### config.mk
export PLATFORM = sky130hd
export DESIGN_NAME = genesis_multipad_reader
export DESIGN_NICKNAME = d
export VERILOG_FILES = /design/src/rtl/genesis_pad_pkg.sv /design/src/rtl/genesis_pad_decoder.sv /design/src/rtl/genesis_multipad_reader.sv
export SDC_FILE = /design/constraint.sdc
export NUM_CORES = 1
export LEC_CHECK = 0
export ABC_AREA = 0
export BUFFER_PORTS_ARGS = -buffer_cell sky130_fd_sc_hd__buf_2
export CORE_MARGIN = 3
export CORE_UTILIZATION = 41
export CTS_BUF_LIST = sky130_fd_sc_hd__clkbuf_4 sky130_fd_sc_hd__clkbuf_8
export DETAILED_ROUTE_END_ITERATION = 6
export SYNTH_ARGS = -nofsm -noshare
export SYNTH_HDL_FRONTEND = slang
export SYNTH_HIERARCHICAL = 1
export SYNTH_SLANG_ARGS = --single-unit
### constraint.sdc
create_clock -name iCLK -period 5.25 [get_ports iCLK]
set_input_delay 0 -clock iCLK [delete_from_list [all_inputs] [get_ports iCLK]]
set_output_delay 0 -clock iCLK [all_outputs]
set_load 0.02 [all_outputs]
### src/rtl/genesis_pad_pkg.sv
// Shared encodings for the Genesis multi-port pad reader: pad types,
// decoded-bit positions, burst phase count, FSM states and the classifier.
package genesis_pad_pkg;

    localparam logic [1:0] PAD_SMS  = 2'd0;
    localparam logic [1:0] PAD_3BTN = 2'd1;
    localparam logic [1:0] PAD_6BTN = 2'd2;
    localparam logic [1:0] PAD_ERR  = 2'd3;

    localparam int BIT_R = 0;
    localparam int BIT_L = 1;
    localparam int BIT_D = 2;
    localparam int BIT_U = 3;
    localparam int BIT_A = 4;
    localparam int BIT_B = 5;
    localparam int BIT_C = 6;
    localparam int BIT_S = 7;
    localparam int BIT_M = 8;
    localparam int BIT_X = 9;
    localparam int BIT_Y = 10;
    localparam int BIT_Z = 11;

    // Button groups as they become meaningful with each pad class.
    localparam logic [11:0] MASK_BASE = 12'h06F;  // U D L R B C
    localparam logic [11:0] MASK_AS   = 12'h090;  // A S
    localparam logic [11:0] MASK_XYZM = 12'hF00;  // M X Y Z

    localparam int NUM_PHASES = 8;

    typedef enum logic [1:0] {
        IDLE,
        SCAN,
        COMMIT
    } state_e;

    // Pad class from the three burst signatures.
    function automatic logic [1:0] classify_pad(input logic three,
                                                input logic six,
                                                input logic term);
        logic [1:0] t;
        if (!three)
            t = PAD_SMS;
        else if (!six)
            t = PAD_3BTN;
        else if (term)
            t = PAD_6BTN;
        else
            t = PAD_ERR;
        return t;
    endfunction

endpackage

### src/rtl/genesis_pad_decoder.sv
// Per-port capture, classification and decode for one Genesis pad.
// Optional GENPAD_DEBOUNCE_EN: outputs only follow a frame whose raw type and
// decode repeat the previous frame's raw values.
module genesis_pad_decoder
    import genesis_pad_pkg::*;
(
    input  logic        clk,
    input  logic        rst,
    input  logic [5:0]  pins,
    input  logic        strobe,
    input  logic [2:0]  phase,
    input  logic        commit,
    output logic [1:0]  pad_type,
    output logic [11:0] decoded
);

    logic [11:0] cap;
    logic        three;
    logic        six;
    logic        term;
    logic [1:0]  raw_type;
    logic [11:0] raw_dec;

    // Capture pin snapshots at the strobe of the phases that carry information.
    always_ff @(posedge clk or posedge rst) begin
        if (rst) begin
            cap   <= '0;
            three <= 1'b0;
            six   <= 1'b0;
            term  <= 1'b0;
        end else if (strobe) begin
            case (phase)
                3'd0: begin
                    cap[BIT_U] <= ~pins[3];
                    cap[BIT_D] <= ~pins[2];
                    cap[BIT_L] <= ~pins[1];
                    cap[BIT_R] <= ~pins[0];
                    cap[BIT_B] <= ~pins[4];
                    cap[BIT_C] <= ~pins[5];
                end
                3'd1: begin
                    cap[BIT_A] <= ~pins[4];
                    cap[BIT_S] <= ~pins[5];
                    three      <= (pins[1:0] == 2'b00);
                end
                3'd5: six <= three && (pins[3:0] == 4'b0000);
                3'd6: begin
                    cap[BIT_Z] <= ~pins[3];
                    cap[BIT_Y] <= ~pins[2];
                    cap[BIT_X] <= ~pins[1];
                    cap[BIT_M] <= ~pins[0];
                end
                3'd7: term <= (pins[3:0] == 4'b1111);
                default: ;
            endcase
        end
    end

    // Mask the captured buttons down to what the detected pad class can report.
    always_comb begin
        raw_type = classify_pad(three, six, term);
        raw_dec  = cap & MASK_BASE;
        if (raw_type != PAD_SMS)
            raw_dec = raw_dec | (cap & MASK_AS);
        if (raw_type == PAD_6BTN)
            raw_dec = raw_dec | (cap & MASK_XYZM);
    end

`ifdef GENPAD_DEBOUNCE_EN
    logic [1:0]  hist_type;
    logic [11:0] hist_dec;

    // Publish only when this frame's raw result repeats the previous one.
    always_ff @(posedge clk or posedge rst) begin
        if (rst) begin
            hist_type <= PAD_SMS;
            hist_dec  <= '0;
            pad_type  <= PAD_SMS;
            decoded   <= '0;
        end else if (commit) begin
            hist_type <= raw_type;
            hist_dec  <= raw_dec;
            if ((raw_type == hist_type) && (raw_dec == hist_dec)) begin
                pad_type <= raw_type;
                decoded  <= raw_dec;
            end
        end
    end
`else
    // Publish the raw result on every commit.
    always_ff @(posedge clk or posedge rst) begin
        if (rst) begin
            pad_type <= PAD_SMS;
            decoded  <= '0;
        end else if (commit) begin
            pad_type <= raw_type;
            decoded  <= raw_dec;
        end
    end
`endif

endmodule

### src/rtl/genesis_multipad_reader.sv
// Genesis multi-port pad reader: one shared SELECT burst of 8 phases, then a
// long idle so 6-button pads reset their counter. Each port is decoded by its
// own genesis_pad_decoder. GENPAD_DEBOUNCE_EN enables per-port debounce.
module genesis_multipad_reader
    import genesis_pad_pkg::*;
#(
    parameter int NUM_PADS           = 2,
    parameter int SELECT_HALF_PERIOD = 1000,
    parameter int READ_LATENCY       = 48,
    parameter int FRAME_IDLE         = 100000
) (
    input  logic                   iCLK,
    input  logic                   iRESET,
    input  logic [6*NUM_PADS-1:0]  iGENPAD,
    output logic                   oGENPAD_SELECT,
    output logic [2*NUM_PADS-1:0]  oGENPAD_TYPE,
    output logic [12*NUM_PADS-1:0] oGENPAD_DECODED,
    output logic                   oFRAME_VALID
);

    localparam int IDLE_W = $clog2(FRAME_IDLE) + 1;
    localparam int TICK_W = $clog2(SELECT_HALF_PERIOD) + 1;

    localparam logic [IDLE_W-1:0] IDLE_LAST  = IDLE_W'(FRAME_IDLE - 1);
    localparam logic [TICK_W-1:0] TICK_LAST  = TICK_W'(SELECT_HALF_PERIOD - 1);
    localparam logic [TICK_W-1:0] TICK_READ  = TICK_W'(READ_LATENCY);
    localparam logic [2:0]        PHASE_LAST = 3'(NUM_PHASES - 1);

    logic [6*NUM_PADS-1:0] pad_meta;
    logic [6*NUM_PADS-1:0] pad_sync;
    state_e                state;
    logic [IDLE_W-1:0]     idle_cnt;
    logic [TICK_W-1:0]     tick_cnt;
    logic [2:0]            phase;
    logic                  select_q;
    logic                  frame_valid_q;
    logic                  strobe;
    logic                  commit;

    // Two-flop synchroniser on every pad pin.
    always_ff @(posedge iCLK or posedge iRESET) begin
        if (iRESET) begin
            pad_meta <= '1;
            pad_sync <= '1;
        end else begin
            pad_meta <= iGENPAD;
            pad_sync <= pad_meta;
        end
    end

    // Frame sequencer: idle gap, 8-phase select burst, one-cycle commit.
    always_ff @(posedge iCLK or posedge iRESET) begin
        if (iRESET) begin
            state         <= IDLE;
            idle_cnt      <= '0;
            tick_cnt      <= '0;
            phase         <= '0;
            select_q      <= 1'b1;
            frame_valid_q <= 1'b0;
        end else begin
            frame_valid_q <= 1'b0;
            case (state)
                IDLE: begin
                    select_q <= 1'b1;
                    if (idle_cnt == IDLE_LAST) begin
                        idle_cnt <= '0;
                        tick_cnt <= '0;
                        phase    <= '0;
                        state    <= SCAN;
                    end else begin
                        idle_cnt <= idle_cnt + 1'b1;
                    end
                end
                SCAN: begin
                    if (tick_cnt == TICK_LAST) begin
                        tick_cnt <= '0;
                        if (phase == PHASE_LAST) begin
                            phase    <= '0;
                            select_q <= 1'b1;
                            state    <= COMMIT;
                        end else begin
                            phase    <= phase + 1'b1;
                            // next phase is odd exactly when the current one is even
                            select_q <= phase[0];
                        end
                    end else begin
                        tick_cnt <= tick_cnt + 1'b1;
                    end
                end
                COMMIT: begin
                    frame_valid_q <= 1'b1;
                    select_q      <= 1'b1;
                    state         <= IDLE;
                end
                default: state <= IDLE;
            endcase
        end
    end

    assign strobe         = (state == SCAN) && (tick_cnt == TICK_READ);
    assign commit         = (state == COMMIT);
    assign oGENPAD_SELECT = select_q;
    assign oFRAME_VALID   = frame_valid_q;

    for (genvar p = 0; p < NUM_PADS; p++) begin : g_pad
        genesis_pad_decoder u_dec (
            .clk      (iCLK),
            .rst      (iRESET),
            .pins     (pad_sync[6*p +: 6]),
            .strobe   (strobe),
            .phase    (phase),
            .commit   (commit),
            .pad_type (oGENPAD_TYPE[2*p +: 2]),
            .decoded  (oGENPAD_DECODED[12*p +: 12])
        );
    end

endmodule

-- Word level (Yosys, flattened, before mapping)
Cells that the tools add are included.
- bits in registers: 118
- input port bits: 14
- output and inout bits: 30
- logic and storage cells: 108
- add/sub/neg operators: 3
- equal/unequal tests: 16
- muxes and demuxes: 26
- bitwise logic cells: 16
- reduce and logical (&&, ||, !) cells: 23
- operator list (kind ; count):
    $mux W12 ; 4
    $or A12 B12 Y12 ; 2
    $mux W11 ; 2
    $pmux W11 S2 ; 1
    $add A18 B1 Y18 const B ; 1
    $eq A18 B17 Y1 const B ; 1
    $mux W18 ; 1
    $or A7 B8 Y8 ; 2
    $mux W2 ; 7
    $reduce_and A2 Y1 ; 7
    $not A1 Y1 ; 12
    $add A11 B1 Y11 const B ; 1
    $eq A11 B10 Y1 const B ; 1
    $eq A11 B6 Y1 const B ; 1
    $eq A3 B3 Y1 const B ; 3
    $mux W3 ; 3
    $eq A4 B4 Y1 const B ; 2
    $logic_not A4 Y1 ; 2
    $reduce_bool A2 Y1 ; 4
    $eq A2 B2 Y1 const B ; 3
    $logic_not A2 Y1 ; 3
    $ne A2 B2 Y1 const B ; 3
    $pmux W3 S2 ; 1
    $reduce_and A3 Y1 ; 2
    9 further kinds ; 15

-- Logic depth before layout (Yosys ltp)
Gate-level depths: netlist (run 1).
- depth in word-level cells: 7
- depth in mapped cells: 9

-- Modules after synthesis
Netlist (run 1), hierarchy kept.
- by module, submodules not included (module ; times used ; cells each ; area each (um^2) ; sequential area each (um^2)):
    genesis_multipad_reader ; 1 ; 212 ; 2522.4 ; 1532.7
    genesis_pad_decoder ; 2 ; 103 ; 1174.9 ; 725.7

-- Worst setup path after synthesis (run 1)
No wires, ideal clock.
- path type: register -> register
- start: register tick_cnt[0]
- end: register g_pad[0].u_dec.cap[0]
- library setup time: 117 ps
- arrival time: 2670 ps
- data required time: 5133 ps
- setup slack: 2463 ps
- stages on the path, launching flop included: 10
- buffers on the path: 1
- cell sequence: dfrtp_1 > inv_1 > ha_1 > or4b_2 > or4_1 > nor2_1 > or4b_4 > buf_6 > nand2_2 > o21ai_2
- longest elaborated chain between the ends: 3
- RTL lines (item ; line ; source):
    start: declaration ; genesis_multipad_reader.sv:33 ; logic [TICK_W-1:0] tick_cnt;
    start signal: assignment ; genesis_multipad_reader.sv:87 ; tick_cnt <= tick_cnt + 1'b1;
    $eq A11 B6 Y1 ; genesis_multipad_reader.sv:100 ; assign strobe = (state == SCAN) && (tick_cnt == TICK_READ);
    $logic_and A1 B1 Y1 ; genesis_multipad_reader.sv:100 ;
    named net strobe ; genesis_multipad_reader.sv:37 ; logic strobe;
    $reduce_and A2 Y1 (no line) ; n/a ;
    end signal: indexed assignment ; genesis_pad_decoder.sv:49 ; cap[BIT_Y] <= ~pins[2];
    end signal: indexed assignment ; genesis_pad_decoder.sv:50 ; cap[BIT_X] <= ~pins[1];
    end signal: indexed assignment ; genesis_pad_decoder.sv:51 ; cap[BIT_M] <= ~pins[0];
    end: declaration ; genesis_pad_decoder.sv:17 ; logic [11:0] cap;
The timed path passes the listed nets, and every way through them passes these cells.
A chain may end at the register's enable or synchronous reset.

-- Worst setup path after layout (run 1)
- start: register tick_cnt[0]
- end: register g_pad[0].u_dec.cap[3]
The elaborated chain is that of the path after synthesis.

==> results of run 1 <==
-- cells in the mapped netlist, types with 11 or more instances --
master	n
nand2_1	43
inv_1	30
nor2_1	21
dfstp_2	25
nand3_1	19
nor3_1	11
dfrtp_1	93
o21ai_2	12
mux2_2	15
nand4_1	11
o21ai_0	31
-- cell families (layout without fill, tap and decap cells) --
group           after synthesis  count (layout)
fa+ha+maj                     5               5
xor+xnor                     13              13
mux                          19              19
buf+inv                      39             119
simple gates                150             150
flops                       118             118
compound gates               74              74
-- per-layer routing --
layer  vias up  routed length [um]  GRT usage, %  share of wire [%]
li1       1612                   -             -                  -
met1      1580                4320          19.8                 48
met2        55                4130          22.5                 46
met3        13                 350          4.95                3.9
met4         0                 124          5.63                1.4
met5         -                   0             0                  0
-- layout by cell type, fill, tap and decap left out, drive strengths merged, types with 5 or more instances in the layout --
master,instances
ha,5
nand3,19
a221o,5
nor3,11
inv,30
o22ai,8
buf,44
xor2,6
nor2,21
nand4,11
o21ai,43
dfrtp,93
dlygate4sd3,13
a21oi,6
clkbuf,23
dfstp,25
nand2,51
xnor2,7
mux2,15
-- cell type report --
type	instances	area (sq um)	area share [%]
well taps	143	179	3.09
clock buffers	23	298	5.14
flip-flops and latches	118	2980	51.5
clock inverters	9	148	2.55
multi-input cells	261	1720	29.7
inverters	30	113	1.94
repair buffers	57	353	6.09
-- metrics by stage --
stage / worst slack (ps) / instances / power (W) / instance area, sq um
CTS: 2210 / 641 / 0.00190 / 5800
floorplan: 2460 / 418 / 0.000961 / 4870
global route: 2050 / 641 / 0.00194 / 5800
global placement: 2310 / 596 / 0.000975 / 5220
finish: 2220 / 641 / 0.00187 / 5800
detailed placement: 2220 / 596 / 0.000976 / 5220
-- power by group --
part	leakage [nW]	internal, W	switching (W)
sequential	1.55	0.000927	0.00000699
clock	0.230	0.000568	0.000335
combinational	0.846	0.0000108	0.0000209
-- path summary, 6_finish.rpt --
check	end	slack, ps	cells after the start
hold reg to reg	pad_sync[5]	350	0
min in group asynchronous	tick_cnt[7]	380	4
hold / removal	pad_meta[4]	210	2
max in group asynchronous	g_pad[0].u_dec/decoded[3]	4140	3
setup reg to reg	g_pad[0].u_dec/cap[3]	2220	8
setup / recovery	g_pad[0].u_dec/cap[3]	2220	8
-- sequential cells by signal, indices dropped and copies added, names as in the netlist, 3 cells and up --
register              flops
g_pad.u_dec/cap          24
g_pad.u_dec/pad_type      4
phase                     3
g_pad.u_dec/decoded      24
pad_sync                 12
idle_cnt                 18
tick_cnt                 11
pad_meta                 12
==> flow_summary.yaml, run 1 <==
run:
  cap_violations: 0
final_layout:
  drive_gt1_share_pct: 30.9
  utilization_pct: 50.3
  finalNetCount: 504
  nFillCells: 1031
  area_delta_synth_final_pct: 19.0
  diodes: 0
placed_design:
  hpwlAfterDp_mm: 6.01
  globalplace.congestion: 0.738
  port_buffers: 43
power:
  cellLeakagePower_nw: 2.62
  irDropWorstVdd_mv: 0.142
  p_per_area_nw_per_um2: 322
sta:
  fmax_mhz: 330
  slew_viol_final: 0
  relSlewSlack_pct: 25.6
  fin_crit_ps: 3030
  finalSetupViolCount: 0
  final.setup.tns_ps: 0
  skew_ps: 9.75
  period_share_pct: 57.7
  worst_pin_slew_ps: 1110
  holdWs_ps: 209
  rsz0062_at_grt: "no"
  finalHoldViolations: 0
cts:
  cts_hold_buffers: 13
  cts_htree_levels: 4
  cts-root-buf: "clkbuf_8"
  clock-sinks: 118
  clock_path_buffers: 2
  cts_buffers: 17
  clock_latency_ps: 420
  cts-resized-gates: 0
  cts_setup_buffers: 0
  cts_tree: "yes"
  path_clk_slew_ps: 70
min_path:
  holdCritStartpoint: "iGENPAD[4]"
  hold_class: "input port to flop"
worst_setup_path:
  startpoint_type: "flop"
  slowest_delay_ps: 660
  cp.required_ps: 5560
  critical_path_class: "flop to flop"
  crit_path_start: "tick_cnt[0]"
  reg2reg_from: "tick_cnt[0]"
  endpoint_kind: "flop"
  cpLargestDelayFamily: "simple AND/OR/NAND/NOR gates"
  path_buf_inv: 1
  crit_arrival_ps: 3340
  path_cells: "inv_1 > ha_1 > or4b_2 > or4_1 > nor2_1 > or4b_4 > nand2_1 > o21ai_2"
  crit_slowest_cell: "or4b_4"
  path_max_fanout: 12
grt:
  antenna_found_initial: 0
  grt_usage_pct: 14.8
  grt_max_degree: 61
  grt_pass1_wl_mm: 15.3
  grt_pass1_vias: 3191
  overflow: 0
logic_synthesis:
  synth_top_family_by_area: "simple AND/OR/NAND/NOR gates"
  synth_xor_area_share_pct: 2.34
  yosysTopAreaCellShare_pct: 47.8
  yosys.area_share.simple_pct: 17.0
  syn_area_per_cell_sq_um: 11.7
  ys_ff_latch: 118
  async_reset_ff_share_pct: 100
  synth_edf_count: 0
  synth-seq-area-share_pct: 61.2
  yosys.area_share.adder_pct: 1.28
  synthMuxAreaShare_pct: 4.29
  synth-compound-area-share_pct: 10.3
  ys.flop_type: "dfrtp_1"
  synth_nets: 437
  synthTopCellsByArea: "dfrtp_1, dfstp_2, mux2_2, nand2_1, o21ai_0"
  ys_types: 53
  yosysWarnings: 6
  yosys.area.top_type: "dfrtp_1"
  syn_inst: 418
  syn-cell-area_sq_um: 4870
drt:
  drtIter0Drc: 161
  firstDrtPassIters: 4
  post-route-drc-count: 0
  drt-total-wl_mm: 8.92
  routedWlPerCell_um: 13.9
  vias: 3260
  drtAntennaViolNets: 0
  vias_per_cell: 5.09
floorplanning:
  start_util_pct: 42.3
  die_x_um: 115
  io_pins: 44
  die_h_um: 115
  fp-row-count: 39
  core_area_sq_um: 11500
  die_area_sq_um: 13200
outcome:
  status: "completed"
Power figures use the tool's default switching activity.
==> run 2: changes to the inputs <==
Clock period 5.25 ns to 2.45 ns, I/O delays scaled along.
==> run 2 against run 1 <==
Compared with the run above:
- the run now ends with negative setup slack left
- non-clock buffer count rose by 19
- routed wire length rose by 5.3%
- sequential cell count did not move
- count of clock-buffer cells in the layout did not move
- first-iteration DRC count rose by 4.3%
- final cell count rose by 3.3%
- critical path type unchanged
==> flow_summary.yaml, run 2 (synthesis results as in run 1) <==
power:
  p_per_area_nw_per_um2: 671
  cellLeakagePower_nw: 2.75
  irDropWorstVdd_mv: 0.316
final_layout:
  final_cell_mix: "dfrtp_1, buf_2, nand2_1"
  diodes: 0
  top_regs: "g_pad.u_dec/cap: 24 flops, g_pad.u_dec/decoded: 24 flops, idle_cnt: 18 flops"
  finalNetCount: 525
  final_common_cell: "dfrtp_1"
  area_delta_synth_final_pct: 23.5
  drive_gt1_share_pct: 35.5
  fin_area_sq_um: 6020
worst_setup_path:
  crit_arrival_ps: 2790
  path_common_cell: "or4b_4"
  cpLargestDelayFamily: "simple AND/OR/NAND/NOR gates"
  path_cells: "inv_2 > ha_4 > or4b_4 > or4_4 > nor2_4 > or4b_4 > nand2_2 > o21ai_2"
  startpoint_type: "flop"
  path_buf_inv: 1
  crit_slowest_cell: "or4b_4"
  critical_path_class: "flop to flop"
  slowest_delay_ps: 560
  path_max_fanout: 6
  endpoint_kind: "flop"
  cp.required_ps: 2760
run:
  cap_violations: 0
sta:
  period_share_pct: 101
  skew_ps: 10.8
  rsz0062_at_grt: "yes"
  fmax_mhz: 402
  slew_viol_final: 0
  setup_ws_ps: -35.5
  fin_crit_ps: 2490
  finalSetupViolCount: 14
  worst_pin_slew_ps: 741
  finalHoldViolations: 0
  relSlewSlack_pct: 50.5
grt:
  groute.layer.met3.usage_pct: 4.89
  grt_pass1_vias: 3455
  grt-busiest-layer: "met2"
  grt_max_degree: 30
  met1_usage_pct: 20.4
  met2_usage_pct: 24.7
  grt_pass1_wl_mm: 16.4
  antenna_found_initial: 0
  grt_usage_pct: 15.8
  overflow: 0
drt:
  drtAntennaViolNets: 0
  routedWlPerCell_um: 14.2
  vias: 3349
  vias_per_cell: 5.06
  drtIter0Drc: 168
  drt-total-wl_mm: 9.39
  firstDrtPassIters: 5
  post-route-drc-count: 0
floorplanning:
  core_area_sq_um: 11500
  die_h_um: 115
  io_pins: 44
  die_area_sq_um: 13200
  start_util_pct: 42.3
  fp-row-count: 39
  die_x_um: 115
placed_design:
  port_buffers: 43
  pre_cts_ws_ps: -218
  place_area_sq_um: 5380
  hpwlAfterDp_mm: 6.40
  globalplace.congestion: 0.771
cts:
  cts_tree: "yes"
  clock-sinks: 118
  path_clk_slew_ps: 70
  cts-root-buf: "clkbuf_8"
  cts_buffers: 17
  clock_path_buffers: 2
  cts_htree_levels: 4
  clock_latency_ps: 420
min_path:
  hold_class: "input port to flop"
outcome:
  status: "finished, violations left"
  violations: "negative setup slack"
==> run 2: changes by cell type in the layout (fill, tap and decap cells not counted), sizes merged <==
cell	delta
or4b	+2
clkinv	+1
clkinvlp	-1
buf	+19
==> run 2: power by group <==
part           internal (W)  switching (W)   total, W  leakage [nW]
registers           0.00199      0.0000153    0.00200          1.55
logic             0.0000265      0.0000446  0.0000711         0.963
clock network       0.00122       0.000744    0.00196         0.234
==> run 2: layout make-up <==
cell class | instances | area, sq um
flip-flops and latches | 118 | 2980
repair buffers | 76 | 499
clock inverters | 9 | 149
inverters | 30 | 113
well taps | 143 | 179
clock buffers | 23 | 298
fillers | 1022 | 5500
multi-input cells | 263 | 1800
==> run 2: final timing paths <==
check                      slack [ps]               endpoint  depth (start not counted)   startpoint
setup / recovery                  -40  g_pad[1].u_dec/cap[3]                          8  tick_cnt[0]
hold / removal                    220            pad_meta[4]                          2   iGENPAD[4]
setup reg to reg                  -40  g_pad[1].u_dec/cap[3]                          8  tick_cnt[0]
hold reg to reg                   350            pad_sync[1]                          0  pad_meta[1]
max in group asynchronous        1510            pad_meta[4]                          4       iRESET
min in group asynchronous         230               phase[0]                          3       iRESET
==> run 2: through the flow <==
stage / hold slack (ps) / utilization [%] / total power [W] / std cells / TNS, ps
3_5_place_dp: 106 / 46.7 / 0.00209 / 614 / -2790
2_1_floorplan: 4.48 / - / 0.00206 / 418 / -1940
4_1_cts: 188 / 52.1 / 0.00409 / 662 / -302
6_report: 223 / 52.2 / 0.00404 / 662 / -260
3_3_place_gp: 105 / 46.7 / 0.00209 / 614 / -1860
5_1_grt: 206 / 52.2 / 0.00418 / 662 / -1910
==> run 2: routing by layer <==
layer / up-vias / routed length (um)
li1: 1664 / -
met1: 1600 / 4430
met2: 64 / 4390
met3: 21 / 337
met4: 0 / 235
met5: - / 0
==> run 2: what timing repair did <==
item	in CTS	in global routing
buffers inserted	1	0
resized for setup	6	3
endpoints found under the setup margin	26	26
hold endpoints to repair	76	0
cloned	2	0
pin swaps	7	4
hold buffers	13	0
==> run 3: changes to the inputs <==
Settings changed: CORE_MARGIN 3 to not set.
==> run 3 against run 2 <==
Compared with the run above:
- the run ends with design-rule violations, negative setup slack left
- final cell count rose by 0.45%
- clock skew barely moved
- sequential cell count did not move
- setup slack improved by 1.7 ps
- first-iteration DRC count rose by 11%
==> flow_summary.yaml, run 3 (synthesis results as in run 1) <==
final_layout:
  drive_gt1_share_pct: 35.6
  final_common_cell: "dfrtp_1"
  top_regs: "g_pad.u_dec/cap: 24 flops, g_pad.u_dec/decoded: 24 flops, idle_cnt: 18 flops"
  nFillCells: 1010
  final_cell_mix: "dfrtp_1, buf_2, nand2_1"
  layout.cells.non_filler: 665
  area_delta_synth_final_pct: 23.1
  finalNetCount: 529
  diodes: 0
cts:
  cts_htree_levels: 4
  cts-root-buf: "clkbuf_8"
  clock-sinks: 118
  clock_path_buffers: 2
  cts_tree: "yes"
  cts_buffers: 17
  path_clk_slew_ps: 70
  clock_latency_ps: 420
drt:
  drt-total-wl_mm: 9.29
  met3_length_um: 326
  drtAntennaViolNets: 0
  firstDrtPassIters: 6
  vias: 3385
  routedWlPerCell_um: 14.0
  post-route-drc-count: 10
  drtIter0Drc: 187
  wl_met1_mm: 4.41
  vias_per_cell: 5.09
  top_layer: "met4"
  wl_met2_mm: 4.47
floorplanning:
  die_h_um: 111
  core_area_sq_um: 11500
  die_area_sq_um: 12300
  die_x_um: 111
  fp-row-count: 39
  io_pins: 44
  start_util_pct: 42.3
sta:
  relSlewSlack_pct: 57.9
  setup_ws_ps: -33.8
  worst_pin_slew_ps: 630
  skew_ps: 10.8
  finalSetupViolCount: 12
  fmax_mhz: 403
  rsz0062_at_grt: "yes"
  fin_crit_ps: 2480
  period_share_pct: 101
  finalHoldViolations: 0
  slew_viol_final: 0
worst_setup_path:
  path_max_fanout: 6
  reg2reg_from: "tick_cnt[0]"
  rr_endpoint: "g_pad[0].u_dec/cap[2]"
  ff2ff_setup_slack_ps: -30
  path_buf_inv: 1
  crit_slowest_cell: "or4b_4"
  crit_cells: 8
  endpoint_kind: "flop"
  startpoint_type: "flop"
  critical_path_class: "flop to flop"
  path_common_cell: "or4b_4"
  slowest_delay_ps: 560
  crit_path_start: "tick_cnt[0]"
  reg2regPathDepth: 8
  cpLargestDelayFamily: "simple AND/OR/NAND/NOR gates"
  path_cells: "inv_2 > ha_2 > or4b_4 > or4_4 > nor2_4 > or4b_4 > nand2_2 > o21ai_2"
  cp.required_ps: 2760
  crit_arrival_ps: 2790
placed_design:
  globalplace.congestion: 0.771
  pre_cts_ws_ps: -171
  hpwlAfterDp_mm: 6.23
  port_buffers: 43
  place_inst: 615
grt:
  grt_pass1_wl_mm: 16.3
  grt_max_degree: 30
  grt_usage_pct: 16.8
  antenna_found_initial: 0
  overflow: 0
  grt_pass1_vias: 3367
outcome:
  status: "finished, violations left"
  violations: "design-rule violations, negative setup slack"
power:
  cellLeakagePower_nw: 2.73
  p_total_w: 0.00383
  p_per_area_nw_per_um2: 639
  irDropWorstVdd_mv: 0.310
run:
  cap_violations: 0
min_path:
  hold_class: "input port to async pin"
==> run 3: cell types whose count changed in the layout (fill, tap and decap cells not counted), sizes merged <==
cell | previous run | this run
clkinv | 5 | 3
buf | 63 | 67
bufinv | 4 | 2
clkinvlp | 0 | 3
==> run 3: power breakdown <==
part / internal (W) / switching (W)
clock: 0.00102 / 0.000733
combinational: 0.0000265 / 0.0000454
sequential: 0.00199 / 0.0000158
==> run 3: layout make-up <==
class | instances | area [sq um] | area share [%]
Inverter | 30 | 113 | 1.88
Multi-Input combinational cell | 263 | 1790 | 29.8
Timing Repair Buffer | 80 | 533 | 8.89
Clock buffer | 23 | 304 | 5.07
Tap cell | 143 | 179 | 2.98
Clock inverter | 8 | 97.6 | 1.63
Sequential cell | 118 | 2980 | 49.8
==> run 3: repair_timing <==
action	4_1_cts	5_1_grt
endpoints found under the setup margin	18	25
endpoints found under the hold margin	94	0
gates cloned	2	0
hold buffers	13	0
setup buffers	4	0
gates resized for setup	6	2
pin swaps	9	1
==> run 3: worst max-delay path by stage <==
stage | to | slack [ps]
detailed placement | g_pad[0].u_dec/cap[5] | -170
finish | g_pad[0].u_dec/cap[2] | -30
CTS | g_pad[0].u_dec/cap[2] | -40
global placement | g_pad[0].u_dec/cap[3] | -120
global route | g_pad[0].u_dec/cap[2] | -120
floorplan | g_pad[0].u_dec/cap[1] | -180
==> run 3: metal layers <==
layer  vias to the layer above  track usage, %
li1                       1664               -
met1                      1653            22.2
met2                        57            27.0
met3                        11            4.92
met4                         0            4.86
met5                         -               0
==> run 3: worst min-delay path, cell delays in order <==
cell and delay [ps]:
dlygate4sd3_1 540, buf_2 140, inv_1 50, buf_4 330
==> run 3: through the flow <==
stage / utilization (%) / hold WS, ps / setup TNS, ps / instance area, sq um
final: 52.1 / 222 / -147 / 6000
after global routing: 52.1 / 204 / -1900 / 6000
after CTS: 52.0 / 195 / -220 / 5990
after detailed placement: 46.8 / 106 / -1790 / 5390
after global placement: 46.8 / 106 / -1240 / 5390
after floorplan: - / 4.48 / -1940 / 4900
